### src/rtl/add_share_ctrl.sv
// Arbitrates two requesters onto one shared fixed-latency adder.
// It sequences issue, wait and response, and reports per-request service time.
module add_share_ctrl #(
   parameter int ADD_LAT = 3
) (
   input  logic        clk,
   input  logic        rst_n,
   input  logic [1:0]  req_valid,
   output logic [1:0]  req_ready,
   input  logic [47:0] req_a,
   input  logic [47:0] req_b,
   input  logic [9:0]  req_mbit_a,
   input  logic [9:0]  req_mbit_b,
   output logic [23:0] add_a,
   output logic [23:0] add_b,
   output logic [4:0]  add_mbit_a,
   output logic [4:0]  add_mbit_b,
   output logic        add_start,
   input  logic        add_sign,
   input  logic [3:0]  add_exp,
   input  logic [18:0] add_man,
   input  logic [4:0]  add_mbit,
   input  logic [4:0]  add_bias,
   output logic        rsp_valid,
   input  logic        rsp_ready,
   output logic        rsp_id,
   output logic [23:0] rsp_data,
   output logic [4:0]  rsp_mbit,
   output logic [4:0]  rsp_bias,
   output logic [18:0] rsp_cycles
);

   typedef enum logic [1:0] {IDLE, ISSUE, WAIT, RESP} state_t;

   localparam logic [3:0]  LAT_LAST = 4'(ADD_LAT - 1);
   localparam logic [19:0] LAT_OVH  = 20'(ADD_LAT + 2);
   localparam logic [18:0] CNT_MAX  = '1;

   function automatic logic [4:0] clamp_mbit(input logic [4:0] m);
      return (m > 5'd19) ? 5'd19 : m;
   endfunction

   state_t            state_q, state_d;
   logic              last_q, last_d;
   logic [3:0]        lat_q, lat_d;
   logic [1:0][18:0]  wait_q, wait_d;
   logic              id_q, id_d;
   logic [23:0]       a_q, a_d, b_q, b_d;
   logic [4:0]        ma_q, ma_d, mb_q, mb_d;
   logic [18:0]       cyc_q, cyc_d;
   logic [23:0]       rsp_data_q, rsp_data_d;
   logic [4:0]        rsp_mbit_q, rsp_mbit_d;
   logic [4:0]        rsp_bias_q, rsp_bias_d;
   logic [18:0]       rsp_cycles_q, rsp_cycles_d;

   logic              gnt_id;
   logic [1:0]        hs;
   logic [18:0]       sel_wait;
   logic [19:0]       svc_sum;

   // Ready is gated by rst_n so it reads zero while reset is held.
   always_comb begin
      gnt_id = 1'b0;
      if (req_valid == 2'b11) begin
         gnt_id = ~last_q;
      end else if (req_valid[1]) begin
         gnt_id = 1'b1;
      end
      req_ready = 2'b00;
      if (rst_n && (state_q == IDLE) && (|req_valid)) begin
         req_ready = gnt_id ? 2'b10 : 2'b01;
      end
      hs = req_valid & req_ready;
   end

   always_comb begin
      for (int i = 0; i < 2; i++) begin
         wait_d[i] = wait_q[i];
         if (!req_valid[i] || hs[i]) begin
            wait_d[i] = '0;
         end else if (!req_ready[i] && (wait_q[i] != CNT_MAX)) begin
            wait_d[i] = wait_q[i] + 19'd1;
         end
      end
   end

   always_comb begin
      state_d      = state_q;
      last_d       = last_q;
      lat_d        = lat_q;
      id_d         = id_q;
      a_d          = a_q;
      b_d          = b_q;
      ma_d         = ma_q;
      mb_d         = mb_q;
      cyc_d        = cyc_q;
      rsp_data_d   = rsp_data_q;
      rsp_mbit_d   = rsp_mbit_q;
      rsp_bias_d   = rsp_bias_q;
      rsp_cycles_d = rsp_cycles_q;
      sel_wait     = gnt_id ? wait_q[1] : wait_q[0];
      svc_sum      = {1'b0, sel_wait} + LAT_OVH;

      unique case (state_q)
         IDLE: begin
            if (|hs) begin
               state_d = ISSUE;
               id_d    = gnt_id;
               last_d  = gnt_id;
               a_d     = gnt_id ? req_a[47:24] : req_a[23:0];
               b_d     = gnt_id ? req_b[47:24] : req_b[23:0];
               ma_d    = clamp_mbit(gnt_id ? req_mbit_a[9:5] : req_mbit_a[4:0]);
               mb_d    = clamp_mbit(gnt_id ? req_mbit_b[9:5] : req_mbit_b[4:0]);
               cyc_d   = svc_sum[19] ? CNT_MAX : svc_sum[18:0];
            end
         end
         ISSUE: begin
            state_d = WAIT;
            lat_d   = LAT_LAST;
         end
         WAIT: begin
            // The adder result is only trusted on the edge closing the final wait cycle.
            if (lat_q == 4'd0) begin
               state_d      = RESP;
               rsp_data_d   = {add_sign, add_exp, add_man};
               rsp_mbit_d   = add_mbit;
               rsp_bias_d   = add_bias;
               rsp_cycles_d = cyc_q;
            end else begin
               lat_d = lat_q - 4'd1;
            end
         end
         RESP: begin
            if (rsp_ready) begin
               state_d = IDLE;
            end
         end
         default: state_d = IDLE;
      endcase
   end

   always_ff @(posedge clk or negedge rst_n) begin
      if (!rst_n) begin
         state_q      <= IDLE;
         last_q       <= 1'b1;
         lat_q        <= '0;
         wait_q       <= '0;
         id_q         <= 1'b0;
         a_q          <= '0;
         b_q          <= '0;
         ma_q         <= '0;
         mb_q         <= '0;
         cyc_q        <= '0;
         rsp_data_q   <= '0;
         rsp_mbit_q   <= '0;
         rsp_bias_q   <= '0;
         rsp_cycles_q <= '0;
      end else begin
         state_q      <= state_d;
         last_q       <= last_d;
         lat_q        <= lat_d;
         wait_q       <= wait_d;
         id_q         <= id_d;
         a_q          <= a_d;
         b_q          <= b_d;
         ma_q         <= ma_d;
         mb_q         <= mb_d;
         cyc_q        <= cyc_d;
         rsp_data_q   <= rsp_data_d;
         rsp_mbit_q   <= rsp_mbit_d;
         rsp_bias_q   <= rsp_bias_d;
         rsp_cycles_q <= rsp_cycles_d;
      end
   end

   assign add_a      = a_q;
   assign add_b      = b_q;
   assign add_mbit_a = ma_q;
   assign add_mbit_b = mb_q;
   assign add_start  = (state_q == ISSUE);
   assign rsp_valid  = (state_q == RESP);
   assign rsp_id     = id_q;
   assign rsp_data   = rsp_data_q;
   assign rsp_mbit   = rsp_mbit_q;
   assign rsp_bias   = rsp_bias_q;
   assign rsp_cycles = rsp_cycles_q;

endmodule

### config.mk
export PLATFORM = sky130hd
export DESIGN_NAME = add_share_ctrl
export DESIGN_NICKNAME = d
export VERILOG_FILES = /design/src/rtl/add_share_ctrl.sv
export SDC_FILE = /design/constraint.sdc
export NUM_CORES = 1
export LEC_CHECK = 0
export CAP_MARGIN = 5
export CORE_MARGIN = 3
export CORE_UTILIZATION = 45
export CTS_BUF_LIST = sky130_fd_sc_hd__clkbuf_4 sky130_fd_sc_hd__clkbuf_8 sky130_fd_sc_hd__clkbuf_16
export DETAILED_ROUTE_END_ITERATION = 16
export GPL_TIMING_DRIVEN = 0
export PLACE_DENSITY = 0.81
export SLEW_MARGIN = 20
export SYNTH_ARGS = -nofsm -noshare
export SYNTH_HDL_FRONTEND = slang
export SYNTH_SLANG_ARGS = --single-unit
### constraint.sdc
create_clock -name clk -period 8.15 [get_ports clk]
set_input_delay 1.63 -clock clk [delete_from_list [all_inputs] [get_ports clk]]
set_output_delay 1.63 -clock clk [all_outputs]
set_load 0.01 [all_outputs]
======== Yosys cells after proc, flatten, opt, wreduce, memory -nomap -nowiden ========
Index checks and enable logic that the tools add are counted.
word-level totals
  flip-flop bits (word level) ............. 176
  input port bits ......................... 155
  output and inout bits ................... 116
  word-level logic and storage cells ...... 76
operators by class
  add/subtract/negate cells ............... 4
  magnitude comparators ................... 2
  equality and inequality tests ........... 10
  muxes and demuxes ....................... 22
  bitwise operators ....................... 2
  reduce and logical (&&, ||, !) cells .... 21
operators by type and width
  cell                                                                 count
  19-bit two-way mux                                                   6
  24-bit two-way mux                                                   2
  19-bit by 1-bit adder with 19-bit output (second input constant)     2
  19-bit != test (second input constant)                               2
  19-bit by 3-bit adder with 20-bit output (second input constant)     1
  5-bit two-way mux                                                    4
  5-bit greater-than comparator (second input constant)                2
  2-bit two-way mux                                                    5
  2-bit one-hot mux with 4 select lines                                1
  4-bit one-hot mux with 2 select lines                                1
  2-bit == test (second input constant)                                3
  2-bit AND reduction                                                  3
  2-bit nonzero test                                                   3
  1-bit logical AND                                                    4
  1-bit logical NOT                                                    4
  4-bit logical NOT                                                    1
  4-bit two-way mux                                                    1
  2-bit by 1-bit != test with 1-bit output (second input constant)     2
  2-bit != test (second input constant)                                2
  2-bit OR reduction                                                   2
  4-bit by 1-bit subtractor with 4-bit output (second input constant)  1
  3-bit AND reduction                                                  1
  2-bit bitwise AND                                                    1
  2-bit by 1-bit == test with 1-bit output (second input constant)     1
  4 further kinds                                                      6

======== Logic depth before layout (Yosys ltp) ========
Gate-level depths: netlist (run 1).
  depth in word-level cells ............... 8
  mapped depth ............................ 14
  depth with buffers taken out ............ 10

======== Least setup slack after synthesis (run 1) ========
No wires, ideal clock.
  path kind ............................... input port to output port
  start ................................... input port req_valid[1]
  end ..................................... output port req_ready[0]
  data arrival time ....................... 2.679 ns
  required time ........................... 6.520 ns
  setup slack ............................. 3.841 ns
  cell stages on the path ................. 6
  buffers on the path ..................... 4
  cells stage by stage .................... a21boi_2 buf_4 buf_4 clkbuf_1 buf_2 nor2_1
on the way
  word-level cells in the longest chain between the ends .. 4
  elaborated cells on any way between the ends .. 7
  classes of those cells .................. 1 x eq/ne; 4 x mux; 2 x reduce/logical
ends and longest elaborated chain
  element                                             line    RTL
  from (decl)                                         8       input logic [1:0] req_valid,
  2-bit == test or 1-bit two-way mux (tied branches)  64, 66
  1-bit two-way mux                                   64      if (req_valid == 2'b11) begin
  2-bit two-way mux                                   71      req_ready = gnt_id ? 2'b10 : 2'b01;
  2-bit two-way mux *                                 70      if (rst_n && (state_q == IDLE) && (|req_valid)) begin
  to (decl)                                           9       output logic [1:0] req_ready,
Every way passes the cells marked *; elsewhere a longest branch is shown, timed or not.

======== Worst setup path in the final report (run 1) ========
  start ................................... input port rst_n
  end ..................................... output port req_ready[0]
on the way
  word-level cells in the longest chain between the ends .. 3
ends and longest elaborated chain
  element                          line  RTL
  from (decl)                      7     input logic rst_n,
  1-bit logical AND (2 in series)  70
  2-bit two-way mux                70
Every way passes these cells.

==> summary.log, run 1 <==
INFO  clocking       cts_setup_buffers=0
INFO  die            floorplan.core_area=18,200um2
INFO  finish         instances_no_fill=1,405
INFO  placement      dp.final_hpwl=20.6mm
INFO  placement      pre_cts_slack=1.99ns
INFO  synthesis      post_synth_instance_area=8480um2
INFO  min_path       hp-class=flop to flop
INFO  synthesis      synth.area.top_cells=dfrtp_1 52%, nand2_1 7.7%, mux2_2 7.2%
INFO  synthesis      yosys.area.top_type=dfrtp_1
INFO  drt            drt_iter0_drc=648
INFO  power_and_ir_drop total_switching_power=0.00129W
INFO  synthesis      yosys_warnings=0
INFO  drt            remaining_drc_errors=0
INFO  clocking       htree_num_levels=4
INFO  sta            grt_setup_unrepaired=false
INFO  worst_setup_path critical_path.endpoint_type=output pin
INFO  worst_setup_path timing_worst_setup_path_type=primary input to output pin
INFO  placement      port_buffers=270
INFO  drt            viasPerCell=5.54
INFO  die            rows=49
INFO  synthesis      yosys.cell_count.top_type=dfrtp_1
INFO  die            initial_core_util=46.6%
INFO  global_route   globalRouteOverflowTotal=0
INFO  clocking       clk_transition_reported_paths=0.07ns
INFO  flow_run       max_cap_viol_count=0
INFO  sta            timing_hold_violations_final=0
INFO  synthesis      synth_enable_flop_cells=0
INFO  synthesis      ys_ff_latch=176
INFO  power_and_ir_drop power.share.clock=22.0%
INFO  sta            period_share=74.9%
INFO  min_path       endpoint_with_the_worst_hold_slack=cyc_q[1]
INFO  synthesis      yosysTopAreaCellShare=51.6%
INFO  sta            period_needed=6.10ns
INFO  die            ioPinCount=271
INFO  clocking       cts_max_path_buffers=2
INFO  power_and_ir_drop design_power_total=0.00380W
INFO  sta            finalMaxSlewViolations=0
INFO  finish         number_of_antenna_cells_inserted=0
INFO  power_and_ir_drop power.ir.vdd_worst=0.000142V
INFO  sta            tightest_slew=0.730ns
INFO  global_route   met3_usage=7.40%
INFO  global_route   first_pass_grt_wire_length=41.3mm
INFO  worst_setup_path critical_path.startpoint_type=primary input
INFO  placement      routability_driven_placement_congestion_ratio=0.977
INFO  sta            clock-skew-final=0.00816ns
INFO  clocking       ctsHoldBuffers=0
INFO  global_route   grt_max_degree=73
INFO  sta            max-slew-margin-rel=51.3%
INFO  worst_setup_path critical_path.reg2reg.startpoint=last_q
INFO  global_route   met1_usage=31.6%
INFO  clocking       cts.sink_count=176
INFO  min_path       whs_path_depth=2
INFO  clocking       cts-buffers-inserted=17
INFO  drt            wl=27.3mm
INFO  finish         layout.nets=1,327
INFO  die            y_dimension_of_the_die=143um
INFO  global_route   globalRouteTotalUtil=26.1%
INFO  clocking       clockRootBuffer=clkbuf_16
INFO  power_and_ir_drop power.static_leakage=5.07nW
INFO  drt            antenna_violating_nets_post_route=0
INFO  synthesis      synth.top_cells.by_count=175 x dfrtp_1, 174 x nand2_1, 127 x nor2_1, 67 x a31oi_1, 54 x mux2_2
INFO  finish         area.growth.synth_to_final=43.0%
INFO  synthesis      async_flop_share=100%
INFO  power_and_ir_drop power_switching_share=33.9%
INFO  global_route   grt_pass1_vias=7,583
INFO  synthesis      syn_inst=872
INFO  worst_setup_path rrSetupSlack=4.45ns
INFO  clocking       cts.repair.resized=0
INFO  clocking       clock_tree_from_tritoncts=yes
INFO  clocking       clkLatencyLatePin=0.44ns
INFO  run_status     outcome=finished, final reports clean
INFO  sta            setup_ws=2.05ns
INFO  drt            drt-wirelength-per-cell=19.5um
INFO  min_path       hold_path_startpoint=cyc_q[1]
INFO  synthesis      synth_seq_area_share=51.9%
INFO  synthesis      yosysUniqueCellTypes=53
INFO  synthesis      synth.net_count=1,036
INFO  global_route   gr-max-usage-layer=met2
INFO  finish         drive_gt1_share=10.6%
INFO  worst_setup_path worst-r2r-cell-count=13
INFO  drt            dr_total_vias=7,777
INFO  worst_setup_path worstPathRequired=6.52ns
INFO  placement      place.detailed.instances=1,373
INFO  power_and_ir_drop seqPwrFrac=36.8%
INFO  power_and_ir_drop power.density_cell_area=314nW/um2
INFO  power_and_ir_drop power.share.combinational=41.3%
INFO  die            die_w=143um
INFO  synthesis      synth-main-ff-cell=dfrtp_1
INFO  global_route   met2_usage=43.9%
INFO  sta            max_freq=0.164GHz
INFO  synthesis      synthesis.area_per_instance=9.73um2
INFO  power_and_ir_drop cellInternalPower=0.00251W
INFO  global_route   number_of_antenna_violations_at_the_first_check_in_global_routing=0
INFO  worst_setup_path crit_fanout=72
INFO  worst_setup_path worst-endpoint-arrival=4.47ns
INFO  die            die-area=20,500um2
INFO  worst_setup_path critical_path.reg2reg.endpoint=cyc_q[18]
INFO  sta            final_setup_vio_count=0
INFO  drt            detail_route.first_pass.iterations=7
==> placed cells by master, fill, tap and decap left out, types with 6 or more instances in the layout <==
cell type / instances
a21oi_1: 15
a31oi_1: 67
and3_1: 8
buf_2: 19
clkbuf_1: 27
clkbuf_16: 17
clkdlybuf4s50_1: 269
dfrtp_1: 175
ha_1: 9
inv_1: 11
mux2_2: 54
mux2i_1: 18
nand2_1: 174
nand3_1: 19
nand4_1: 13
nor2_1: 127
nor3_1: 8
o21ai_0: 11
o31ai_1: 6
xnor2_1: 22
xor2_1: 24
==> cell type report <==
cell class | instances | area (um2)
well taps | 229 | 287
repair buffers | 272 | 2760
plain buffers | 53 | 238
inverters | 11 | 41.3
clock inverters | 15 | 173
clock buffers | 17 | 425
fillers | 1406 | 6080
flip-flops and latches | 176 | 4410
multi-input cells | 632 | 3800
==> worst max path at each step <==
stage / to / from / slack (ns)
floorplan: req_ready[0] / req_valid[1] / 3.84
global placement: req_ready[0] / rst_n / -4.08
detailed placement: req_ready[0] / rst_n / 1.99
CTS: req_ready[0] / rst_n / 1.98
global route: req_ready[0] / rst_n / 1.75
finish: req_ready[0] / rst_n / 2.05
==> per-stage QoR <==
| step | hold slack [ns] | setup TNS (ns) | util (%) | area (um2) |
|---|---|---|---|---|
| floorplan | 0.433 | 0 | - | 8480 |
| detailed placement | 0.454 | 0 | 63.3 | 11500 |
| CTS | 0.472 | 0 | 66.6 | 12100 |
| global placement | 0.450 | -612.76 | 63.0 | 11500 |
| global route | 0.495 | 0 | 66.6 | 12100 |
| finish | 0.468 | 0 | 66.6 | 12100 |
==> worst max-delay path, cell delays in order <==
cell and delay, ns:
buf_8 0.28, buf_16 0.32, buf_16 0.34, o21ai_1 0.16
or2_2 0.29, clkbuf_1 0.23, clkbuf_1 0.36, nor2_1 0.19
clkdlybuf4s50_1 0.58
==> logic make-up after synthesis <==
logic type      after synthesis  synth area share [%]
compound gates              124                  9.57
xor+xnor                     46                  4.75
fa+ha+maj                     9                  1.33
buf+inv                      64                  3.29
flops                       176                  51.9
mux                          74                  9.83
simple gates                379                  19.3
==> power by group through the flow <==
| stage | Combinational [W] | Sequential (W) | Clock, W |
|---|---|---|---|
| CTS | 0.00158 | 0.00140 | 0.000846 |
| finish | 0.00157 | 0.00140 | 0.000835 |
| detailed placement | 0.00157 | 0.00141 | 0 |
| global route | 0.00169 | 0.00144 | 0.000886 |
| floorplan | 0.000584 | 0.00151 | 0 |
| global placement | 0.00154 | 0.00140 | 0 |
==> layer usage <==
metal | share of wire [%] | wire length [um]
met1 | 39 | 10600
met2 | 50 | 13500
met3 | 8.1 | 2220
met4 | 3.8 | 1030
met5 | 0 | 0
==> state kept, by name (all words and copies together) (netlist names) <==
signal	count
cyc_q	19
add_mbit_a	5
rsp_mbit	5
state_q	2
wait_q	38
lat_q	4
rsp_id	1
add_a	24
add_mbit_b	5
last_q	1
rsp_cycles	19
rsp_data	24
add_b	24
rsp_bias	5
Note: power is estimated with default switching activity, not from simulation.
==> run 2: changes to the inputs <==
==> constraint.sdc (replaced) <==
create_clock -name clk -period 6.2 [get_ports clk]
set_input_delay 1.24 -clock clk [delete_from_list [all_inputs] [get_ports clk]]
set_output_delay 1.24 -clock clk [all_outputs]
set_load 0.01 [all_outputs]
==> results of run 2 <==
The final DEF is identical to that of run 1. Status: finished, final reports clean.
Among the figures that moved: setup slack after placement 1.99 ns -> 0.824 ns; setup slack after layout 2.05 ns -> 0.879 ns; register-to-register setup slack 4.45 ns -> 2.50 ns; total power 0.00380 W -> 0.00500 W; worst IR drop on VDD 0.000142 V -> 0.000187 V
==> run 3: changes to the inputs <==
--- a/config.mk
+++ b/config.mk
@@ -11,6 +11,7 @@
 export CTS_BUF_LIST = sky130_fd_sc_hd__clkbuf_4 sky130_fd_sc_hd__clkbuf_8 sky130_fd_sc_hd__clkbuf_16
 export DETAILED_ROUTE_END_ITERATION = 16
 export GPL_TIMING_DRIVEN = 0
+export MAX_ROUTING_LAYER = met4
 export PLACE_DENSITY = 0.81
 export SLEW_MARGIN = 20
 export SYNTH_ARGS = -nofsm -noshare
==> summary.log, run 3 (synthesis gave the netlist of run 1 again) <==
INFO  worst_setup_path crit_fanout=10
INFO  placement      port_buffers=270
INFO  finish         area.growth.synth_to_final=43.2%
INFO  placement      place.detailed.instances=1,373
INFO  worst_setup_path timing_worst_setup_path_type=primary input to output pin
INFO  clocking       ctsHoldBuffers=0
INFO  global_route   number_of_antenna_violations_at_the_first_check_in_global_routing=0
INFO  clocking       cts.repair.resized=0
INFO  clocking       clock_tree_from_tritoncts=yes
INFO  clocking       clockRootBuffer=clkbuf_16
INFO  min_path       whs_path_depth=2
INFO  power_and_ir_drop power.share.combinational=41.2%
INFO  worst_setup_path critPathSlowestCell=clkdlybuf4s50_1
INFO  flow_run       max_cap_viol_count=0
INFO  sta            finalMaxSlewViolations=0
INFO  drt            antenna_violating_nets_post_route=0
INFO  power_and_ir_drop total_switching_power=0.00170W
INFO  sta            period_share=81.8%
INFO  drt            viasPerCell=5.53
INFO  drt            drt-wirelength-per-cell=19.6um
INFO  die            rows=49
INFO  placement      pre_cts_slack=1.11ns
INFO  global_route   grt_max_degree=75
INFO  clocking       cts.sink_count=176
INFO  clocking       cts_max_path_buffers=2
INFO  power_and_ir_drop design_power_total=0.00502W
INFO  finish         utilization=66.7%
INFO  placement      routability_driven_placement_congestion_ratio=0.974
INFO  finish         layout.nets=1,327
INFO  worst_setup_path critical_path.startpoint_type=primary input
INFO  worst_setup_path cp_slowest_stage_delay=0.55ns
INFO  worst_setup_path timing.critical_path.depth=8
INFO  drt            wl=27.5mm
INFO  finish         drive_gt1_share=10.6%
INFO  sta            period_needed=5.07ns
INFO  power_and_ir_drop power.ir.vdd_worst=0.000202V
INFO  drt            detail_route.first_pass.iterations=6
INFO  drt            drt_iter0_drc=560
INFO  power_and_ir_drop seqPwrFrac=36.6%
INFO  finish         top_register=wait_q
INFO  sta            max-slew-margin-rel=49.6%
INFO  placement      dp.final_hpwl=20.7mm
INFO  power_and_ir_drop power.density_cell_area=413nW/um2
INFO  sta            final_setup_vio_count=0
INFO  global_route   grt_pass1_vias=7,623
INFO  clocking       cts_setup_buffers=0
INFO  die            die-area=20,500um2
INFO  drt            remaining_drc_errors=0
INFO  finish         largest_register_ffs=38
INFO  worst_setup_path critical_path.reg2reg.startpoint=last_q
INFO  clocking       cts-buffers-inserted=17
INFO  min_path       hold_path_startpoint=rsp_id
INFO  global_route   globalRouteTotalUtil=27.2%
INFO  worst_setup_path worst-r2r-cell-count=13
INFO  die            die_w=143um
INFO  run_status     outcome=finished, final reports clean
INFO  min_path       hp-class=flop to flop
INFO  sta            max_freq=0.197GHz
INFO  power_and_ir_drop power.share.clock=22.2%
INFO  sta            grt_setup_unrepaired=false
INFO  sta            timing_hold_violations_final=0
INFO  finish         most-common-layout-cells=269 x clkdlybuf4s50_1, 175 x dfrtp_1, 174 x nand2_1, 127 x nor2_1, 67 x a31oi_1
INFO  worst_setup_path critical_path.endpoint_type=output pin
INFO  clocking       clk_transition_reported_paths=0.06ns
INFO  worst_setup_path cp-startpoint=req_valid[1]
INFO  drt            dr_total_vias=7,765
INFO  worst_setup_path crit_chain=clkdlybuf4s50_1 -> a21boi_2 -> buf_4 -> buf_4 -> clkbuf_1 -> buf_2 -> nor2_1 -> clkdlybuf4s50_1
INFO  worst_setup_path cp_num_buf_inv=6
INFO  global_route   globalRouteOverflowTotal=0
INFO  die            y_dimension_of_the_die=143um
INFO  clocking       htree_num_levels=4
INFO  die            floorplan.core_area=18,200um2
INFO  clocking       clkLatencyLatePin=0.43ns
INFO  power_and_ir_drop power_switching_share=33.8%
INFO  worst_setup_path worst_path_dominant_cell_family=buffers and inverters
INFO  power_and_ir_drop power.static_leakage=5.09nW
INFO  worst_setup_path worstPathRequired=4.96ns
INFO  sta            setup_ws=1.13ns
INFO  sta            whs=0.471ns
INFO  global_route   first_pass_grt_wire_length=42.3mm
INFO  finish         number_of_antenna_cells_inserted=0
INFO  worst_setup_path worst-endpoint-arrival=3.83ns
INFO  power_and_ir_drop cellInternalPower=0.00332W
INFO  finish         instances_no_fill=1,405
INFO  sta            clock-skew-final=0.00727ns
INFO  sta            tightest_slew=0.756ns
INFO  die            initial_core_util=46.6%
INFO  die            ioPinCount=271
INFO  finish         most_frequent_standard_cell_in_the_layout_excluding_fill_and_tap_cells=clkdlybuf4s50_1
run 3: changes by cell type in the layout (fill, tap and decap cells not counted):
cell | previous run | this run
clkbuf_8 | 0 | 1
clkinv_8 | 0 | 1
clkinvlp_4 | 4 | 2
inv_6 | 4 | 5
inv_8 | 3 | 2
run 3: through the flow:
step,setup TNS [ns],area [um2]
2_1_floorplan,0,8480
3_3_place_gp,-1103.37,11500
3_5_place_dp,0,11500
4_1_cts,0,12100
5_1_grt,0,12100
6_report,0,12100
run 3: final timing paths:
path / end / slack (ns)
max in group asynchronous: add_b[6] / 4.51
min in group asynchronous: add_a[16] / 0.67
hold reg to reg: rsp_id / 0.47
setup / recovery: req_ready[0] / 1.13
setup reg to reg: cyc_q[18] / 2.43
hold / removal: rsp_id / 0.47
run 3: layer usage:
metal | wire [um] | global-route usage, %
met2 | 13700 | 43.8
met4 | 937 | 9.86
met3 | 1990 | 6.23
met1 | 10900 | 33.7
met5 | 0 | -
run 3: final cells by class:
class / instances / area (um2)
fill: 1435 / 6070
sequential: 176 / 4410
multi-input combinational: 632 / 3800
timing repair buffer: 272 / 2760
clock buffer: 18 / 439
tap: 229 / 287
buffer: 53 / 238
clock inverter: 14 / 171
inverter: 11 / 41.3
run 3: power groups by stage:
| stage | combinational, W | sequential, W | clock, W |
|---|---|---|---|
| after global routing | 0.00223 | 0.00189 | 0.00117 |
| after CTS | 0.00208 | 0.00184 | 0.00113 |
| after floorplan | 0.000768 | 0.00199 | 0 |
| final | 0.00207 | 0.00184 | 0.00111 |
| after global placement | 0.00202 | 0.00184 | 0 |
| after detailed placement | 0.00207 | 0.00186 | 0 |
run 3: worst register-to-register path: cells and delay by family, from the launching register on:
family / cells / cell delay [ns]
simple gates: 4 / 0.61
fa+ha+maj: 1 / 0.23
flops: 1 / 0.56
compound gates: 3 / 0.45
mux: 2 / 0.61
buf+inv: 3 / 1.18
